### config.mk
export PLATFORM = sky130hd
export DESIGN_NAME = wb_32bit_fifo_reader
export DESIGN_NICKNAME = d
export VERILOG_FILES = /design/src/rtl/wb_32bit_fifo_reader.sv
export SDC_FILE = /design/constraint.sdc
export NUM_CORES = 1
export LEC_CHECK = 0
export ABC_AREA = 1
export BUFFER_PORTS_ARGS = -buffer_cell sky130_fd_sc_hd__buf_2
export CORE_MARGIN = 4
export CORE_UTILIZATION = 43
export DETAILED_ROUTE_END_ITERATION = 6
export PLACE_DENSITY = 0.74
export SLEW_MARGIN = 10
export SYNTH_ARGS = -nofsm -noshare
export SYNTH_HDL_FRONTEND = slang
export SYNTH_SLANG_ARGS = --single-unit
### constraint.sdc
create_clock -name clk_i -period 1.93 [get_ports clk_i]
set_clock_uncertainty 0.05 [all_clocks]
set_input_delay 0.193 -clock clk_i [delete_from_list [all_inputs] [get_ports clk_i]]
set_output_delay 0.193 -clock clk_i [all_outputs]
set_load 0.02 [all_outputs]
### src/rtl/wb_32bit_fifo_reader.sv
// wb_32bit_fifo_reader: Wishbone slave popping 32-bit words from a FIFO read port, plus a status slave.
//   clk_i/rst_i            clock, async active-high reset
//   wbd_*                  data slave: reads pop one FIFO word, writes are acked and ignored, err on timeout
//   wbs_*                  status slave: {timeout_sticky, 0.., rd_num_i, rd_empty_i}
//   rd_dat_i/rd_ena_o/rd_empty_i/rd_num_i  synchronous FIFO read port
module wb_32bit_fifo_reader #(
  parameter int ADR_W   = 4,
  parameter int TIMEOUT = 1024
) (
  input  logic             clk_i,
  input  logic             rst_i,
  output logic [31:0]      wbd_dat_o,
  input  logic             wbd_we_i,
  input  logic             wbd_cyc_i,
  input  logic             wbd_stb_i,
  output logic             wbd_ack_o,
  output logic             wbd_err_o,
  input  logic             wbs_cyc_i,
  input  logic             wbs_stb_i,
  output logic             wbs_ack_o,
  output logic [31:0]      wbs_dat_o,
  input  logic [31:0]      rd_dat_i,
  output logic             rd_ena_o,
  input  logic             rd_empty_i,
  input  logic [ADR_W:0]   rd_num_i
);
  localparam int CW = TIMEOUT > 0 ? $clog2(TIMEOUT + 1) : 1;
  localparam logic [CW-1:0] LAST = CW'(TIMEOUT > 0 ? TIMEOUT - 1 : 0);
  typedef enum logic [2:0] {IDLE, WAIT, POP, CAPT, ACK_RD, ACK_WR, ERR} state_t;
  state_t state_q, state_d;
  logic [CW-1:0] cnt_q, cnt_d;
  logic [31:0] dat_q, dat_d;
  logic ack_q, ack_d, err_q, err_d, ena_q, ena_d, sack_q, sack_d, tmo_q, tmo_d;
  logic req;
  assign req = wbd_cyc_i & wbd_stb_i;
  always_comb begin
    state_d = state_q;
    cnt_d   = cnt_q;
    case (state_q)
      IDLE: if (req) begin
        if (wbd_we_i) state_d = ACK_WR;
        else if (!rd_empty_i) state_d = POP;
        else begin
          state_d = WAIT;
          cnt_d   = '0;
        end
      end
      WAIT:
        if (!req) state_d = IDLE;
        else if (!rd_empty_i) state_d = POP;
        else if (TIMEOUT != 0 && cnt_q == LAST) state_d = ERR;
        else cnt_d = cnt_q + CW'(cnt_q != '1);
      POP:     state_d = CAPT;
      CAPT:    state_d = ACK_RD;
      default: state_d = IDLE;
    endcase
    dat_d  = state_q == CAPT ? rd_dat_i : dat_q;
    ena_d  = state_d == POP;
    ack_d  = state_d == ACK_RD || state_d == ACK_WR;
    err_d  = state_d == ERR;
    // ack spacing: a held strobe yields acks on alternate cycles
    sack_d = wbs_cyc_i & wbs_stb_i & ~sack_q;
    // an error in the same cycle as a status ack keeps the flag set
    tmo_d  = state_q == ERR ? 1'b1 : sack_q ? 1'b0 : tmo_q;
  end
  always_ff @(posedge clk_i or posedge rst_i) begin
    if (rst_i) begin
      state_q <= IDLE;
      cnt_q   <= '0;
      dat_q   <= '0;
      ack_q   <= 1'b0;
      err_q   <= 1'b0;
      ena_q   <= 1'b0;
      sack_q  <= 1'b0;
      tmo_q   <= 1'b0;
    end else begin
      state_q <= state_d;
      cnt_q   <= cnt_d;
      dat_q   <= dat_d;
      ack_q   <= ack_d;
      err_q   <= err_d;
      ena_q   <= ena_d;
      sack_q  <= sack_d;
      tmo_q   <= tmo_d;
    end
  end
  assign wbd_dat_o = dat_q;
  assign wbd_ack_o = ack_q;
  assign wbd_err_o = err_q;
  assign rd_ena_o  = ena_q;
  assign wbs_ack_o = sack_q;
  assign wbs_dat_o = {tmo_q, {(29 - ADR_W){1'b0}}, rd_num_i, rd_empty_i};
endmodule
==> reports/results.ini, run 1 <==
[clocking]
clk_latency_ns = 0.30
path_clk_slew_ns = 0.10
cts_root_buf = clkbuf_8
cts_tree = yes
numCtsBuffers = 5
clk_path_buf_depth = 2
cts_hold_buf = 0
numClockSinks = 51
htreeDepth = 2

[power]
p_per_area_nw_per_um2 = 1331
vdd.ir_drop.worst_v = 0.0008102
p_leak_nw = 1.575

[finish]
final_cells = 413
design_area_um2 = 3154
syn2layout_area_growth_pct = 20.85
nNetsFinal = 384
diodes = 0
fillers = 551
multi_input_area_um2 = 1105
ff_latch_area_um2 = 1277
drive_above_1_share_pct = 47.93

[global_routing]
grt_antenna_before_repair = 0
grt_max_degree = 52
grt_pass1_vias = 1879
grt_pass1_wl_um = 8728
grt.total_usage_pct = 14.68
grt_overflow = 0

[job]
maxCapViolations = 0

[placed_design]
placed_area_um2 = 3024
dp_cells = 403
place.gp.congestion = 0.8831
place_hpwl_um = 4021
io_buffers = 77
place_ws_ns = 0.03168

[worst_setup_path]
critPathCapture = cnt_q[8]
reg2reg_to = cnt_q[8]
worstPathMaxFanout = 6
critical_path_arrival_ns = 1.95
required_ns = 2.08
end_kind = flop
timing.rr.start = cnt_q[5]
start_kind = flop
crit_type = reg2reg
r2r_setup_slack_ns = 0.13
crit_start = cnt_q[5]
rr_worst_depth = 10

[drt]
totalWireLength_um = 5369
drtPass1Iterations = 4
via_count = 1958
antenna_left = 0
viasPerCell = 4.741
routedWlPerCell_um = 13.00
drc = 0
drt_iter0_drc = 97

[timing]
hold_violations = 0
fin_hold_ws_ns = 0.0006571
max_freq_ghz = 0.5543
period_share_pct = 93.47
period_needed_ns = 1.804
setup_tns_ns = 0
tightest_slew_ns = 0.6489
setup_ws_ns = 0.1260
final-setup-viol-count = 0
slew_headroom_pct = 56.74
maxSlewViolCount = 0

[min_path]
min_path_type = in2async

[synthesis]
ys_seq_area_share_pct = 48.90
yosysWarnings = 0
synthCells = 251
synth.ff_latch_count = 51
avgSynthCellArea_um2 = 10.40
syn_area_um2 = 2610
synthDistinctLibCells = 31

[run_status]
outcome = completed

[floorplan]
die_w_um = 85.91
io_pins = 113
initial_utilization_pct = 44.08
coreArea_um2 = 5921
die_y_um = 85.91
num_rows = 28
dieArea_um2 = 7381

critical path, cell delays in order, from the launching register on:
cell,delay [ns]
dfrtp_1,0.44
nand2_2,0.10
nor2_4,0.12
nand3_1,0.08
ha_1,0.21
ha_2,0.21
nand2_2,0.11
nor2_4,0.05
a21o_2,0.20
nand3_1,0.07
o21ai_2,0.06
cells in the final DEF, fill, tap and decap left out, types with 2 or more instances in the layout:
cell type,netlist,final
inv_1,13,12
nand3_1,20,20
o21ai_2,9,9
mux2_2,32,32
nand2_1,41,39
clkbuf_8,0,6
buf_4,32,13
a21o_2,2,2
inv_2,1,2
dfrtp_1,51,50
nand4_1,5,5
buf_12,0,2
nand2_2,4,6
conb_1,1,25
a21oi_1,2,2
buf_2,3,77
nor2_1,16,15
nor2_4,2,3
sequential cells by signal (all words and copies together), names as in the netlist:
register and flops:
cnt_q 11, rd_ena_o 1, tmo_q 1, wbd_err_o 1
state_q 3, wbs_ack_o 1, wbd_dat_o 32, wbd_ack_o 1
metal layers:
| layer | track usage [%] | share of wire, % |
|---|---|---|
| met2 | 24.39 | 52 |
| met1 | 19.07 | 41 |
| met4 | 4.173 | 0.93 |
| met5 | 0 | 0 |
| met3 | 3.554 | 6.6 |
how the worst min path moves through the flow:
stage | cells after the start | startpoint | to
6_report | 3 | rst_i | cnt_q[1]
5_1_grt | 3 | wbs_stb_i | wbs_ack_o
4_1_cts | 3 | rst_i | cnt_q[2]
3_5_place_dp | 0 | rd_num_i[1] | wbs_dat_o[2]
3_3_place_gp | 0 | rd_num_i[1] | wbs_dat_o[2]
2_1_floorplan | 2 | wbs_stb_i | wbs_ack_o
layout make-up:
type	instances	share of cell area, %
inverters	15	1.785
flip-flops and latches	51	40.50
clock inverters	2	0.5157
repair buffers	92	16.58
clock buffers	6	2.618
multi-input cells	172	35.03
well taps	75	2.975
what timing repair did:
action,CTS,global route
endpoints found under the setup margin,0,3
resized for setup,0,6
buffers inserted,0,2
hold endpoints to repair,0,0
through the flow:
step / power, W / util, %
after floorplan: 0.003012 / -
final: 0.004200 / 53.28
after global placement: 0.003532 / 51.08
after detailed placement: 0.003586 / 51.08
after global routing: 0.004466 / 53.28
after CTS: 0.004249 / 52.75
power by group:
part	total [W]	leakage [nW]	internal, W	switching [W]
clock network	0.000647	0.0474	0.000293	0.000354
logic	0.00186	0.897	0.000756	0.00110
registers	0.00170	0.631	0.00148	0.000215
synthesized netlist by cell type:
library cell | number | area share (%)
dfrtp_1 | 51 | 49
a21o_2 | 2 | 0.67
buf_4 | 32 | 9.2
nand2_2 | 4 | 0.96
nand3_2 | 1 | 0.38
nor2_2 | 1 | 0.24
nand4_1 | 5 | 1.2
o21bai_1 | 1 | 0.29
nor2_4 | 2 | 0.86
a21o_1 | 1 | 0.29
o311ai_0 | 1 | 0.34
inv_2 | 1 | 0.14
a21oi_1 | 2 | 0.38
clkinv_1 | 1 | 0.14
buf_2 | 3 | 0.58
a21oi_2 | 1 | 0.34
o21ai_4 | 1 | 0.62
nand3_4 | 1 | 0.67
inv_1 | 13 | 1.9
o21ai_2 | 9 | 3.0
mux2_2 | 32 | 14
o21ai_1 | 1 | 0.19
nand2_1 | 41 | 5.9
ha_1 | 2 | 0.96
conb_1 | 1 | 0.14
or2_2 | 1 | 0.24
nand3_1 | 20 | 3.8
nor2_1 | 16 | 2.3
buf_6 | 2 | 0.86
xnor2_1 | 1 | 0.34
o32ai_1 | 1 | 0.34
cells by family (layout without fill, tap and decap cells):
kind of cell	Yosys count	count (layout)	synth area share, %
buffers and inverters	52	115	12.80
flip-flops	51	51	48.90
adder cells (fa/ha/maj)	2	2	0.9586
multiplexers	32	32	13.81
other	1	25	0.1437
AND/OR/NAND/NOR	92	92	16.59
AO/OA/AOI/OAI	20	20	6.472
XOR/XNOR	1	1	0.3356
(Power assumes the default switching activity.)
==> run 2, diff against run 1 <==
--- a/config.mk
+++ b/config.mk
@@ -10,8 +10,7 @@
 export CORE_MARGIN = 4
 export CORE_UTILIZATION = 43
 export DETAILED_ROUTE_END_ITERATION = 6
-export PLACE_DENSITY = 0.74
-export SLEW_MARGIN = 10
+export PLACE_DENSITY = 0.76
 export SYNTH_ARGS = -nofsm -noshare
 export SYNTH_HDL_FRONTEND = slang
 export SYNTH_SLANG_ARGS = --single-unit
==> constraint.sdc (replaced) <==
create_clock -name clk_i -period 1.5 [get_ports clk_i]
set_clock_uncertainty 0.05 [all_clocks]
set_input_delay 0.15 -clock clk_i [delete_from_list [all_inputs] [get_ports clk_i]]
set_output_delay 0.15 -clock clk_i [all_outputs]
set_load 0.02 [all_outputs]
==> run 2 against run 1 <==
The run now ends with setup timing left. Utilization up 6.2 points. Final area up 12%. Die area unchanged. Worst setup slack worse by 0.25 ns. Combinational power up 40%. Clock power up 32%. Wire length up 9.3%. Largest power group unchanged.
==> reports/results.ini, run 2 (synthesis results as in run 1) <==
[run_status]
outcome = complete, but fails checks
violations = setup timing

[timing]
max_freq_ghz = 0.6141
fin_hold_ws_ns = 0.007653
final-setup-viol-count = 10
hold_violations = 0
setup_ws_ns = -0.1284
period_needed_ns = 1.628
maxSlewViolCount = 0
period_share_pct = 108.6
rsz0062_at_grt = yes

[global_routing]
grt_antenna_before_repair = 0
grt_overflow = 0
grt.total_usage_pct = 15.71
grt_pass1_vias = 2156
grt_max_degree = 36
grt_pass1_wl_um = 9377

[drt]
totalWireLength_um = 5867
viasPerCell = 4.788
drt_iter0_drc = 58
drc = 0
routedWlPerCell_um = 13.36
via_count = 2102
antenna_left = 0
drtPass1Iterations = 4

[worst_setup_path]
end_kind = flop
start_kind = flop
reg2reg_to = cnt_q[8]
r2r_setup_slack_ns = -0.13
cp_cell_sequence = nand2_2, nor2_4, nand3_2, ha_4, ha_4, nand2_4, nor2_4, a21o_2, nand3_2, o21ai_2
crit_slowest_cell = dfrtp_1
cp_num_buf_inv = 0
timing.rr.start = cnt_q[5]
crit_type = reg2reg
critical_path_arrival_ns = 1.78
required_ns = 1.66
rr_worst_depth = 10
cpLargestDelayFamily = simple AND/OR/NAND/NOR gates
worstPathMaxFanout = 5
critPathMaxStageDelay_ns = 0.38

[floorplan]
dieArea_um2 = 7381
io_pins = 113
die_w_um = 85.91
num_rows = 28
initial_utilization_pct = 44.08
coreArea_um2 = 5921
die_y_um = 85.91

[finish]
diodes = 0
layout_commonest_cell = buf_2
nNetsFinal = 410
largest_reg_flops = 32
design_area_um2 = 3520
final_cell_mix = buf_2 (77), dfrtp_1 (48), nand2_1 (35), mux2_2 (32), buf_4 (29)
drive_above_1_share_pct = 55.77
syn2layout_area_growth_pct = 34.85

[clocking]
numCtsBuffers = 5
path_clk_slew_ns = 0.10
cts_root_buf = clkbuf_8
clk_latency_ns = 0.31
clk_path_buf_depth = 2
htreeDepth = 2
cts_tree = yes
numClockSinks = 51

[power]
comb_power_share_pct = 46.1
p_leak_nw = 1.772
pwr-share-clk_pct = 15.1
p_switching_w = 0.002244
internal_power_w = 0.003414
p_per_area_nw_per_um2 = 1608
switching_share_pct = 39.66
power_frac_seq_pct = 38.9
vdd.ir_drop.worst_v = 0.001151

[placed_design]
place.gp.congestion = 0.8815
place_hpwl_um = 4326
placed_area_um2 = 3203
io_buffers = 77

[min_path]
whs_path_depth = 3
min_path_type = in2reg
min-delay-start = wbs_stb_i
hold_path_end = wbs_ack_o

[job]
maxCapViolations = 0

-- run 2: through the flow --
step	total power (W)	cells	worst slack, ns	setup TNS, ns	util [%]
floorplan	0.003916	275	-0.1926	-0.6926	-
global placement	0.004662	417	-0.08301	-0.2222	54.10
detailed placement	0.004756	417	-0.09270	-0.4315	54.10
CTS	0.005632	432	-0.08966	-0.3553	56.93
global route	0.006038	439	-0.1875	-1.406	59.45
finish	0.005658	439	-0.1284	-0.7105	59.45
-- run 2: how the worst max path moves through the flow --
stage | from | end | slack (ns) | depth (start not counted)
floorplan | cnt_q[6] | cnt_q[8] | -0.19 | 10
global placement | cnt_q[3] | cnt_q[4] | -0.08 | 11
detailed placement | cnt_q[6] | cnt_q[8] | -0.09 | 10
CTS | cnt_q[8] | cnt_q[8] | -0.09 | 10
global route | cnt_q[1] | cnt_q[8] | -0.19 | 10
finish | cnt_q[5] | cnt_q[8] | -0.13 | 10
-- run 2: area by class of cell --
cell class | count | area (um^2)
Clock buffer | 6 | 82.58
Fill cell | 496 | 2401
Inverter | 15 | 56.30
Multi-Input combinational cell | 172 | 1199
Tap cell | 75 | 93.84
Clock inverter | 2 | 13.76
Timing Repair Buffer | 118 | 794.5
Sequential cell | 51 | 1280
-- run 2: tightest hold or removal path: cells and delay by family --
family | cells | cell delay [ns]
AND/OR/NAND/NOR | 2 | 0.09
buffers and inverters | 1 | 0.09
-- run 2: layer usage --
metal / track usage [%] / vias to the layer above / part of all wire (%)
met2: 27.96 / 74 / 52
met1: 18.47 / 1021 / 39
met5: 0 / - / 0
li1: - / 997 / -
met4: 5.036 / 0 / 1.5
met3: 3.939 / 10 / 7.2
-- run 2: power by group through the flow --
| stage | clock network [W] | registers, W | logic [W] |
|---|---|---|---|
| after CTS | 0.000878 | 0.00219 | 0.00256 |
| final | 0.000853 | 0.00220 | 0.00261 |
| after global routing | 0.000937 | 0.00227 | 0.00283 |
| after detailed placement | 0 | 0.00221 | 0.00255 |
| after global placement | 0 | 0.00219 | 0.00248 |
| after floorplan | 0 | 0.00279 | 0.00113 |
-- run 2: timing repair --
item                       CTS  global route
setup buffers                6             7
resized for setup            4            19
hold buffers                 1             0
cloned                       0             2
pin swaps                    6            11
hold endpoints to repair    16             0
setup endpoints to repair    9            13
